--- config.mk ---
export PLATFORM = sky130hd
export DESIGN_NAME = dll_lock_ctrl
export DESIGN_NICKNAME = d
export VERILOG_FILES = /design/src/rtl/dll_pkg.sv /design/src/rtl/dll_window_cnt.sv /design/src/rtl/dll_lock_ctrl.sv
export SDC_FILE = /design/constraint.sdc
export NUM_CORES = 1
export LEC_CHECK = 0
export CAP_MARGIN = 20
export CORE_ASPECT_RATIO = 0.7
export CORE_MARGIN = 8
export CORE_UTILIZATION = 31
export CTS_BUF_LIST = sky130_fd_sc_hd__clkbuf_8
export DETAILED_ROUTE_END_ITERATION = 12
export PLACE_DENSITY_LB_ADDON = 0.15
export SLEW_MARGIN = 25
export SYNTH_ARGS = -nofsm -noshare
export SYNTH_HDL_FRONTEND = slang
export SYNTH_HIERARCHICAL = 1
export SYNTH_SLANG_ARGS = --single-unit
--- constraint.sdc ---
create_clock -name clk_ext -period 2.6 [get_ports clk_ext]
set_clock_uncertainty 0.05 [all_clocks]
set_input_delay 0.65 -clock clk_ext [delete_from_list [all_inputs] [get_ports clk_ext]]
set_output_delay 0.65 -clock clk_ext [all_outputs]
set_load 0.05 [all_outputs]
--- src/rtl/dll_pkg.sv ---
// Shared types and sizing for the FMDLL lock controller.
package dll_pkg;

    typedef enum logic [1:0] {
        ST_IDLE,
        ST_PD_RST,
        ST_MEASURE,
        ST_DECIDE
    } state_t;

    typedef enum logic {
        MODE_SAR,
        MODE_TRACK
    } mode_t;

    localparam int DLL_QW       = 10;
    localparam int DLL_LOCK_CNT = 4;
    localparam int DLL_MW       = 2;
    localparam int DLL_NW       = 4;

endpackage

--- src/rtl/dll_window_cnt.sv ---
// Nested M/N measurement-window counter: counters restart at 1/1, zero counts clamp to 1,
// and done flags the final cycle of the window (counters then hold).
module dll_window_cnt
    import dll_pkg::*;
#(
    parameter int MW = DLL_MW,
    parameter int NW = DLL_NW
) (
    input  logic          clk,
    input  logic          rst,
    input  logic          init,
    input  logic          load,
    input  logic          run,
    input  logic [MW-1:0] m_in,
    input  logic [NW-1:0] n_in,
    output logic [MW-1:0] m_cnt,
    output logic [NW-1:0] n_cnt,
    output logic          done
);

    logic [MW-1:0] m_cnt_q, m_cnt_d, m_eff_q, m_eff_d;
    logic [NW-1:0] n_cnt_q, n_cnt_d, n_eff_q, n_eff_d;

    assign done  = (m_cnt_q == m_eff_q) && (n_cnt_q == n_eff_q);
    assign m_cnt = m_cnt_q;
    assign n_cnt = n_cnt_q;

    always_comb begin
        m_cnt_d = m_cnt_q;
        n_cnt_d = n_cnt_q;
        m_eff_d = m_eff_q;
        n_eff_d = n_eff_q;
        if (load) begin
            m_eff_d = (m_in == '0) ? MW'(1) : m_in;
            n_eff_d = (n_in == '0) ? NW'(1) : n_in;
        end
        if (init) begin
            m_cnt_d = MW'(1);
            n_cnt_d = NW'(1);
        end else if (run && !done) begin
            if (n_cnt_q == n_eff_q) begin
                n_cnt_d = NW'(1);
                m_cnt_d = m_cnt_q + MW'(1);
            end else begin
                n_cnt_d = n_cnt_q + NW'(1);
            end
        end
    end

    always_ff @(posedge clk) begin
        if (rst) begin
            m_cnt_q <= '0;
            n_cnt_q <= '0;
            m_eff_q <= MW'(1);
            n_eff_q <= NW'(1);
        end else begin
            m_cnt_q <= m_cnt_d;
            n_cnt_q <= n_cnt_d;
            m_eff_q <= m_eff_d;
            n_eff_q <= n_eff_d;
        end
    end

endmodule

--- src/rtl/dll_lock_ctrl.sv ---
// FMDLL lock controller: sequences PD windows, runs SAR acquisition then +/-1 tracking,
// and declares lock after LOCK_CNT consecutive direction reversals.
module dll_lock_ctrl
    import dll_pkg::*;
#(
    parameter int QW       = DLL_QW,
    parameter int LOCK_CNT = DLL_LOCK_CNT
) (
    input  logic                clk_ext,
    input  logic                Reset,
    input  logic                en,
    input  logic                start,
    input  logic [DLL_MW-1:0]   M,
    input  logic [DLL_NW-1:0]   N,
    input  logic                COMP,
    output logic                Reset_PD,
    output logic [DLL_MW-1:0]   M_counter,
    output logic [DLL_NW-1:0]   N_counter,
    output logic [QW-1:0]       Q,
    output logic [QW-1:0]       Q_next,
    output logic                lock,
    output logic                busy
);

    localparam int BW = $clog2(QW);
    localparam int CW = $clog2(LOCK_CNT + 1);
    localparam logic [CW-1:0] CNT_MAX = CW'(LOCK_CNT);
    localparam logic [QW-1:0] Q_MAX   = '1;
    localparam logic [QW-1:0] Q_FIRST = {1'b1, {(QW-1){1'b0}}};

    state_t        state_q, state_d;
    mode_t         mode_q, mode_d;
    logic [QW-1:0] q_q, q_d;
    logic [BW-1:0] bit_idx_q, bit_idx_d;
    logic [CW-1:0] rev_cnt_q, rev_cnt_d, same_cnt_q, same_cnt_d;
    logic          last_dir_q, last_dir_d, dir_vld_q, dir_vld_d;
    logic          lock_q, lock_d, rpd_q, rpd_d, busy_q, busy_d;

    logic          win_done;
    logic          dir_up;
    logic [QW-1:0] q_sar, q_trk;

    dll_window_cnt #(.MW(DLL_MW), .NW(DLL_NW)) u_win (
        .clk   (clk_ext),
        .rst   (Reset),
        .init  (rpd_d),
        .load  (state_q == ST_PD_RST),
        .run   (state_q == ST_MEASURE),
        .m_in  (M),
        .n_in  (N),
        .m_cnt (M_counter),
        .n_cnt (N_counter),
        .done  (win_done)
    );

    assign dir_up = !COMP;

    // Resolve the current trial bit, then plant the next one below it.
    always_comb begin
        q_sar = q_q;
        if (COMP) q_sar[bit_idx_q] = 1'b0;
        if (bit_idx_q != '0) q_sar[bit_idx_q - BW'(1)] = 1'b1;
    end

    always_comb begin
        q_trk = q_q;
        if (dir_up && q_q != Q_MAX) q_trk = q_q + QW'(1);
        else if (!dir_up && q_q != '0) q_trk = q_q - QW'(1);
    end

    assign Q_next = (state_q != ST_DECIDE) ? q_q :
                    (mode_q == MODE_SAR)   ? q_sar : q_trk;

    always_comb begin
        state_d    = state_q;
        mode_d     = mode_q;
        q_d        = q_q;
        bit_idx_d  = bit_idx_q;
        rev_cnt_d  = rev_cnt_q;
        same_cnt_d = same_cnt_q;
        last_dir_d = last_dir_q;
        dir_vld_d  = dir_vld_q;
        lock_d     = lock_q;
        rpd_d      = 1'b0;
        case (state_q)
            ST_IDLE: begin
                if (start && en) begin
                    state_d    = ST_PD_RST;
                    rpd_d      = 1'b1;
                    mode_d     = MODE_SAR;
                    bit_idx_d  = BW'(QW - 1);
                    q_d        = Q_FIRST;
                    lock_d     = 1'b0;
                    rev_cnt_d  = '0;
                    same_cnt_d = '0;
                    last_dir_d = 1'b0;
                    dir_vld_d  = 1'b0;
                end
            end
            ST_PD_RST:  state_d = ST_MEASURE;
            ST_MEASURE: if (win_done) state_d = ST_DECIDE;
            ST_DECIDE: begin
                q_d = Q_next;
                if (mode_q == MODE_SAR) begin
                    if (bit_idx_q == '0) mode_d = MODE_TRACK;
                    else bit_idx_d = bit_idx_q - BW'(1);
                end else begin
                    last_dir_d = dir_up;
                    dir_vld_d  = 1'b1;
                    if (!dir_vld_q) begin
                        rev_cnt_d  = '0;
                        same_cnt_d = '0;
                    end else if (dir_up != last_dir_q) begin
                        rev_cnt_d  = (rev_cnt_q == CNT_MAX) ? CNT_MAX : rev_cnt_q + CW'(1);
                        same_cnt_d = '0;
                        if (rev_cnt_d == CNT_MAX) lock_d = 1'b1;
                    end else begin
                        same_cnt_d = (same_cnt_q == CNT_MAX) ? CNT_MAX : same_cnt_q + CW'(1);
                        rev_cnt_d  = '0;
                        if (same_cnt_d == CNT_MAX) lock_d = 1'b0;
                    end
                end
                state_d = en ? ST_PD_RST : ST_IDLE;
                rpd_d   = en;
            end
            default: state_d = ST_IDLE;
        endcase
        busy_d = (state_d != ST_IDLE);
    end

    always_ff @(posedge clk_ext) begin
        if (Reset) begin
            state_q    <= ST_IDLE;
            mode_q     <= MODE_SAR;
            q_q        <= '0;
            bit_idx_q  <= BW'(QW - 1);
            rev_cnt_q  <= '0;
            same_cnt_q <= '0;
            last_dir_q <= 1'b0;
            dir_vld_q  <= 1'b0;
            lock_q     <= 1'b0;
            rpd_q      <= 1'b0;
            busy_q     <= 1'b0;
        end else begin
            state_q    <= state_d;
            mode_q     <= mode_d;
            q_q        <= q_d;
            bit_idx_q  <= bit_idx_d;
            rev_cnt_q  <= rev_cnt_d;
            same_cnt_q <= same_cnt_d;
            last_dir_q <= last_dir_d;
            dir_vld_q  <= dir_vld_d;
            lock_q     <= lock_d;
            rpd_q      <= rpd_d;
            busy_q     <= busy_d;
        end
    end

    assign Q        = q_q;
    assign lock     = lock_q;
    assign busy     = busy_q;
    assign Reset_PD = rpd_q;

endmodule

==> flow_summary_export.csv, run 1 <==
group,metric,value,unit
placed_design,globalplace.congestion,0.868,
global_route,grt_max_degree,17,
power,pwr-share-clk,31.8,%
layout,num-nets-final,543,
synth,avgSynthCellArea,7.66,um2
placed_design,dp_cells,620,
job,drv_cap,0,
worst_setup_path,reg2reg_to,"Q[3]",
global_route,grt_pass1_vias,3327,
clock_network,cts.sinks,40,
floorplan,core_area,0.00972,mm2
floorplan,start_util,32.0,%
worst_setup_path,critPathCaptureType,"output port",
layout,nFillCells,917,
worst_setup_path,startpoint_type,"flip-flop",
clock_network,cts_hold_buffers,0,
timing,fmax,349,MHz
synth,yosys_register_bits,40,
drt,drtPass1Iterations,5,
power,leakage,1.84,nW
synth,ys_dominant_reg_cell,"dfxtp_1",
worst_setup_path,criticalPathCategory,"reg -> out",
power,p_switching,460,uW
drt,routed_wl,10.9,mm
timing,post-route-period-util,110,%
global_route,grt_overflow,0,
synth,syn_nets,434,
worst_hold_path,holdPathStages,2,
timing,tightest_slew,0.513,ns
drt,wire_per_inst,17.0,um
timing,rsz0062_at_grt,"true",
clock_network,cts_tree,"built",
floorplan,row_count,30,
floorplan,chipWidth,136,um
synth,yosysWarningCount,6,
layout,insertedDiodeCount,0,
power,p_comb_share,24.2,%
power,sw_frac_of_total,31.7,%
timing,relSlewSlack,65.7,%
worst_setup_path,path_max_fanout,4,
synth,netlist_area,0.00311,mm2
placed_design,port_buffers,39,
worst_setup_path,timing.rr.start,"bit_idx_q[0]",
timing,drv_slew,0,
timing,worst_slack,-0.264,ns
drt,ant_nets,0,
drt,num_vias,3532,
global_route,antenna_found_initial,0,
drt,drt-initial-drc-count,286,
clock_network,clock_latency,0.30,ns
floorplan,die_area,0.0135,mm2
power,powerDensity,290,mW/mm2
timing,setup_viol,10,
worst_setup_path,arrival,2.16,ns
outcome,violations,"negative setup slack",
drt,drc,0,
worst_setup_path,r2r_cells,15,
floorplan,die_h,99.8,um
clock_network,ctsLongestPathBuffers,2,
synth,async_flop_share,0,%
drt,avgViaCountPerCell,5.48,
worst_setup_path,startpoint,"Q[8]",
global_route,grt_usage,15.7,%
power,p_seq_share,44.0,%
timing,fin_crit,2.86,ns
worst_hold_path,worstHoldPathType,"reg -> reg",
timing,hold_viol,0,
worst_hold_path,hp-start,"lock",
layout,final_core_util,51.4,%
worst_setup_path,cp.required,1.90,ns
layout,fin_cells,644,
synth,synth_edf_count,0,
clock_network,htreeDepth,2,
synth,yosysUniqueCellTypes,72,
synth,synth_seq_area_share,25.8,%
clock_network,ctsRootBufferMaster,"clkbuf_8",
layout,drive_above_1_share,39.5,%
floorplan,num_io_pins,40,
power,p_int,990,uW
clock_network,clk_pin_slew_worst_paths,0.09,ns
worst_setup_path,rrSetupSlack,0.21,ns
layout,area_growth,60.9,%
synth,synth_cells,406,
worst_hold_path,hold-path-endpoint,"lock",
global_route,grt_first_pass_wirelength,17.4,mm
power,power,1.45,mW
power,ir_drop,0.000250,V
placed_design,post-dp-hpwl,8.11,mm
clock_network,numCtsBuffers,5,
outcome,status,"finished with violations",
-- cell type report --
type	instances	area [um2]	area share, %
inverter	25	93.8	1.88
tap	128	160	3.20
sequential	40	840	16.8
multi-input combinational	313	2580	51.7
clock inverter	2	10.0	0.200
timing repair buffer	130	1230	24.6
clock buffer	6	82.6	1.65
-- power groups by stage --
stage / Sequential [mW] / Clock, mW / Combinational, mW
after floorplan: 0.673 / 0 / 0.161
after global placement: 0.653 / 0 / 0.307
after detailed placement: 0.653 / 0 / 0.310
after CTS: 0.638 / 0.480 / 0.331
after global routing: 0.640 / 0.507 / 0.373
final: 0.638 / 0.461 / 0.350
-- sequential cells by signal, summed over array words and instances (netlist names) --
register       cells
u_win/n_eff_q      4
Q                 10
u_win/m_cnt        2
u_win/m_eff_q      2
Reset_PD           1
last_dir_q         1
mode_q             1
dir_vld_q          1
bit_idx_q          4
same_cnt_q         3
state_q            2
lock               1
busy               1
rev_cnt_q          3
u_win/n_cnt        4
-- synth_stat cells (4+ instances only) --
master | n | area [um2]
o22ai_1 | 4 | 25.0
buf_2 | 9 | 45.0
dfxtp_1 | 40 | 801
a21oi_1 | 31 | 155
ha_1 | 17 | 213
o311ai_0 | 5 | 43.8
clkbuf_1 | 15 | 56.3
nand3_1 | 16 | 80.1
nor3b_1 | 5 | 37.5
a211oi_1 | 4 | 30.0
o21ai_0 | 20 | 100
a22oi_1 | 9 | 67.6
nand4_1 | 6 | 37.5
nor3_1 | 11 | 55.1
mux2i_1 | 7 | 70.1
nor2b_1 | 4 | 25.0
nor2_1 | 36 | 135
a31oi_1 | 4 | 25.0
or2_2 | 5 | 31.3
and3_1 | 6 | 37.5
xor2_1 | 4 | 35.0
nand3b_1 | 6 | 45.0
or3_1 | 9 | 56.3
inv_1 | 24 | 90.1
nand2_1 | 34 | 128
-- worst max-delay path by stage --
stage                end  slack (ns)  cells after the start
3_5_place_dp   Q_next[9]       -0.71                      8
3_3_place_gp   Q_next[1]       -0.71                      8
2_1_floorplan  Q_next[9]     -0.0007                      6
6_report       Q_next[9]       -0.26                      8
4_1_cts        Q_next[9]       -0.33                      9
5_1_grt        Q_next[8]       -0.37                      8
-- cell usage in the layout (no fill, tap or decap), types with 4 or more instances in the layout --
cell type and n:
buf_4 74, nor2_1 32, clkdlybuf4s50_1 28, dfxtp_1 27, nand2_1 27, a21oi_1 27, inv_1 19, buf_6 18
o21ai_0 17, nand3_1 13, ha_1 13, dfxtp_4 9, a22oi_1 9, or3_1 9, nor3_1 8, buf_12 8
nand2_2 7, nand3b_1 6, nand4_1 6, mux2i_1 6, clkbuf_8 6, inv_2 5, and3_1 5, dfxtp_2 4
or2_2 4, xor2_1 4
-- cell families after synthesis --
kind of cell	after synthesis	share of synthesized area, %
adders and majority gates	17	6.84
AOI/OAI and AO/OA	124	28.7
DFF	40	25.8
and+or+nand+nor	156	26.4
buffers and inverters	53	7.25
muxes	8	2.62
xor gates and xnor gates	8	2.50
-- worst max-delay path: stages, from the launching register on --
cell and delay [ns]:
dfxtp_4 0.37, and4_4 0.22, buf_6 0.13, a311oi_4 0.32
nand2_1 0.14, o41ai_4 0.08, mux2i_1 0.13, a211o_2 0.32
buf_12 0.16
-- metrics by stage --
| step | hold slack, ns | TNS (ns) | worst slack [ns] | instance area (um2) |
|---|---|---|---|---|
| 6_report | 0.442 | -1.92 | -0.264 | 5000 |
| 3_5_place_dp | 0.422 | -6.47 | -0.705 | 4400 |
| 2_1_floorplan | 0.413 | -0.000719 | -0.000719 | 3380 |
| 5_1_grt | 0.467 | -2.74 | -0.367 | 5000 |
| 4_1_cts | 0.442 | -2.14 | -0.331 | 4890 |
| 3_3_place_gp | 0.409 | -6.42 | -0.714 | 4400 |
-- metal layers --
layer	global-route usage, %	share of wire (%)	vias up
met2	22.1	42	98
met3	3.39	5.6	5
li1	-	-	1730
met1	23.8	52	1699
met4	2.30	0.34	0
met5	0	0	-
-- timing repair --
action / in CTS / in global routing
pin swaps: 35 / 23
buffers inserted: 18 / 2
setup endpoints to repair: 10 / 11
gates cloned: 0 / 0
resized for setup: 69 / 23
Note: power is estimated with default switching activity, not from simulation.
==> run 2: changes to the inputs <==
RECOVER_POWER = 100   (was default)
==> flow_summary_export.csv, run 2 (synthesis results as in run 1) <==
group,metric,value,unit
floorplan,die_h,99.8,um
drt,drc,0,
outcome,violations,"negative setup slack",
global_route,antenna_found_initial,0,
worst_setup_path,arrival,2.22,ns
global_route,grt_overflow,0,
layout,drive_above_1_share,37.8,%
placed_design,dp_cells,620,
job,drv_cap,0,
power,powerDensity,290,mW/mm2
worst_setup_path,startpoint_type,"flip-flop",
layout,seqCellArea,837,um2
timing,post-route-period-util,112,%
power,leakage,1.86,nW
clock_network,ctsRootBufferMaster,"clkbuf_8",
clock_network,clk_pin_slew_worst_paths,0.09,ns
floorplan,core_area,0.00972,mm2
floorplan,num_io_pins,40,
drt,ant_nets,0,
layout,multiInputGateArea,0.00258,mm2
clock_network,htreeDepth,2,
floorplan,chipWidth,136,um
placed_design,post-place-ws,-0.705,ns
timing,drv_slew,0,
drt,drtPass1Iterations,5,
worst_setup_path,cp.required,1.90,ns
layout,area_growth,59.5,%
layout,final_cell_area,0.00496,mm2
floorplan,start_util,32.0,%
drt,num_vias,3526,
layout,insertedDiodeCount,0,
drt,wire_per_inst,17.0,um
worst_setup_path,criticalPathCategory,"reg -> out",
placed_design,globalplace.congestion,0.868,
timing,finalSetupTns,-1.99,ns
drt,avgViaCountPerCell,5.48,
drt,routed_wl,10.9,mm
layout,num-nets-final,543,
layout,final_cell_mix,"buf_4, nor2_1, dfxtp_1, nand2_1, a21oi_1",
clock_network,clock_latency,0.30,ns
global_route,grt_max_degree,17,
timing,rsz0062_at_grt,"true",
layout,final_common_cell,"buf_4",
worst_setup_path,critPathCaptureType,"output port",
clock_network,ctsLongestPathBuffers,2,
timing,setup_viol,10,
timing,hold_viol,0,
global_route,grt_pass1_vias,3327,
timing,relSlewSlack,45.0,%
drt,drt-initial-drc-count,255,
layout,fin_cells,644,
placed_design,port_buffers,39,
placed_design,place_area,0.00440,mm2
layout,largest_reg_flops,10,
placed_design,post-dp-hpwl,8.11,mm
layout,nFillCells,923,
worst_hold_path,worstHoldPathType,"reg -> reg",
global_route,grt_first_pass_wirelength,17.4,mm
global_route,grt_usage,15.7,%
floorplan,die_area,0.0135,mm2
timing,fmax,342,MHz
clock_network,cts.sinks,40,
clock_network,cts_tree,"built",
worst_setup_path,path_max_fanout,4,
clock_network,numCtsBuffers,5,
timing,fin_crit,2.92,ns
timing,tightest_slew,0.825,ns
timing,worst_slack,-0.324,ns
power,power,1.44,mW
floorplan,row_count,30,
power,ir_drop,0.000249,V
outcome,status,"finished with violations",
==> run 2: cell count changes in the layout (fill, tap and decap cells not counted), sizes merged <==
cell / delta
buf: -11
clkbuf: +11
clkdlybuf4s50: -18
dlygate4sd3: +18
==> run 2: what timing repair did <==
item | CTS | global route
gates resized for setup | 69 | 23
setup buffers | 18 | 2
endpoints found under the setup margin | 10 | 11
hold endpoints to repair | 0 | 0
pin swaps | 35 | 23
hold buffers | 0 | 0
==> run 2: stage by stage <==
step / hold WS [ns] / util [%]
after detailed placement: 0.422 / 45.3
after global placement: 0.409 / 45.3
final: 0.439 / 51.0
after global routing: 0.464 / 51.0
after floorplan: 0.413 / -
after CTS: 0.442 / 50.3
==> run 2: worst max-delay path: stages, from the launching register on <==
cell and delay, ns:
dfxtp_2 0.41, ha_4 0.18, nand4b_1 0.16, a2111oi_2 0.28, o22ai_1 0.17, mux2_2 0.32, o21ai_4 0.16, o21ai_4 0.07
buf_6 0.16
==> run 2: power by group <==
| group | switching, mW | leakage, nW | internal [mW] |
|---|---|---|---|
| Clock | 0.249 | 0.0510 | 0.213 |
| Sequential | 0.0185 | 0.332 | 0.620 |
| Combinational | 0.191 | 1.48 | 0.148 |
| Total | 0.459 | 1.86 | 0.981 |
==> run 2: layer usage <==
metal | global-route usage (%) | vias to the layer above | part of all wire, %
li1 | - | 1733 | -
met1 | 23.8 | 1705 | 52
met2 | 22.1 | 83 | 42
met3 | 3.39 | 5 | 5.2
met4 | 2.30 | 0 | 0.38
met5 | 0 | - | 0
==> run 2: area by class of cell <==
type	count	share of cell area [%]
tap	128	3.23
multi-input combinational	313	52.0
sequential	40	16.9
inverter	25	1.89
timing repair buffer	130	24.1
clock inverter	2	0.202
clock buffer	6	1.67
==> run 2: worst paths after layout <==
| kind | startpoint | endpoint | slack [ns] | depth (start not counted) |
|---|---|---|---|---|
| hold / removal | lock | lock | 0.44 | 2 |
| setup / recovery | Q[1] | Q_next[8] | -0.32 | 8 |
| hold reg to reg | lock | lock | 0.44 | 2 |
| setup reg to reg | state_q[0] | lock | 0.13 | 6 |
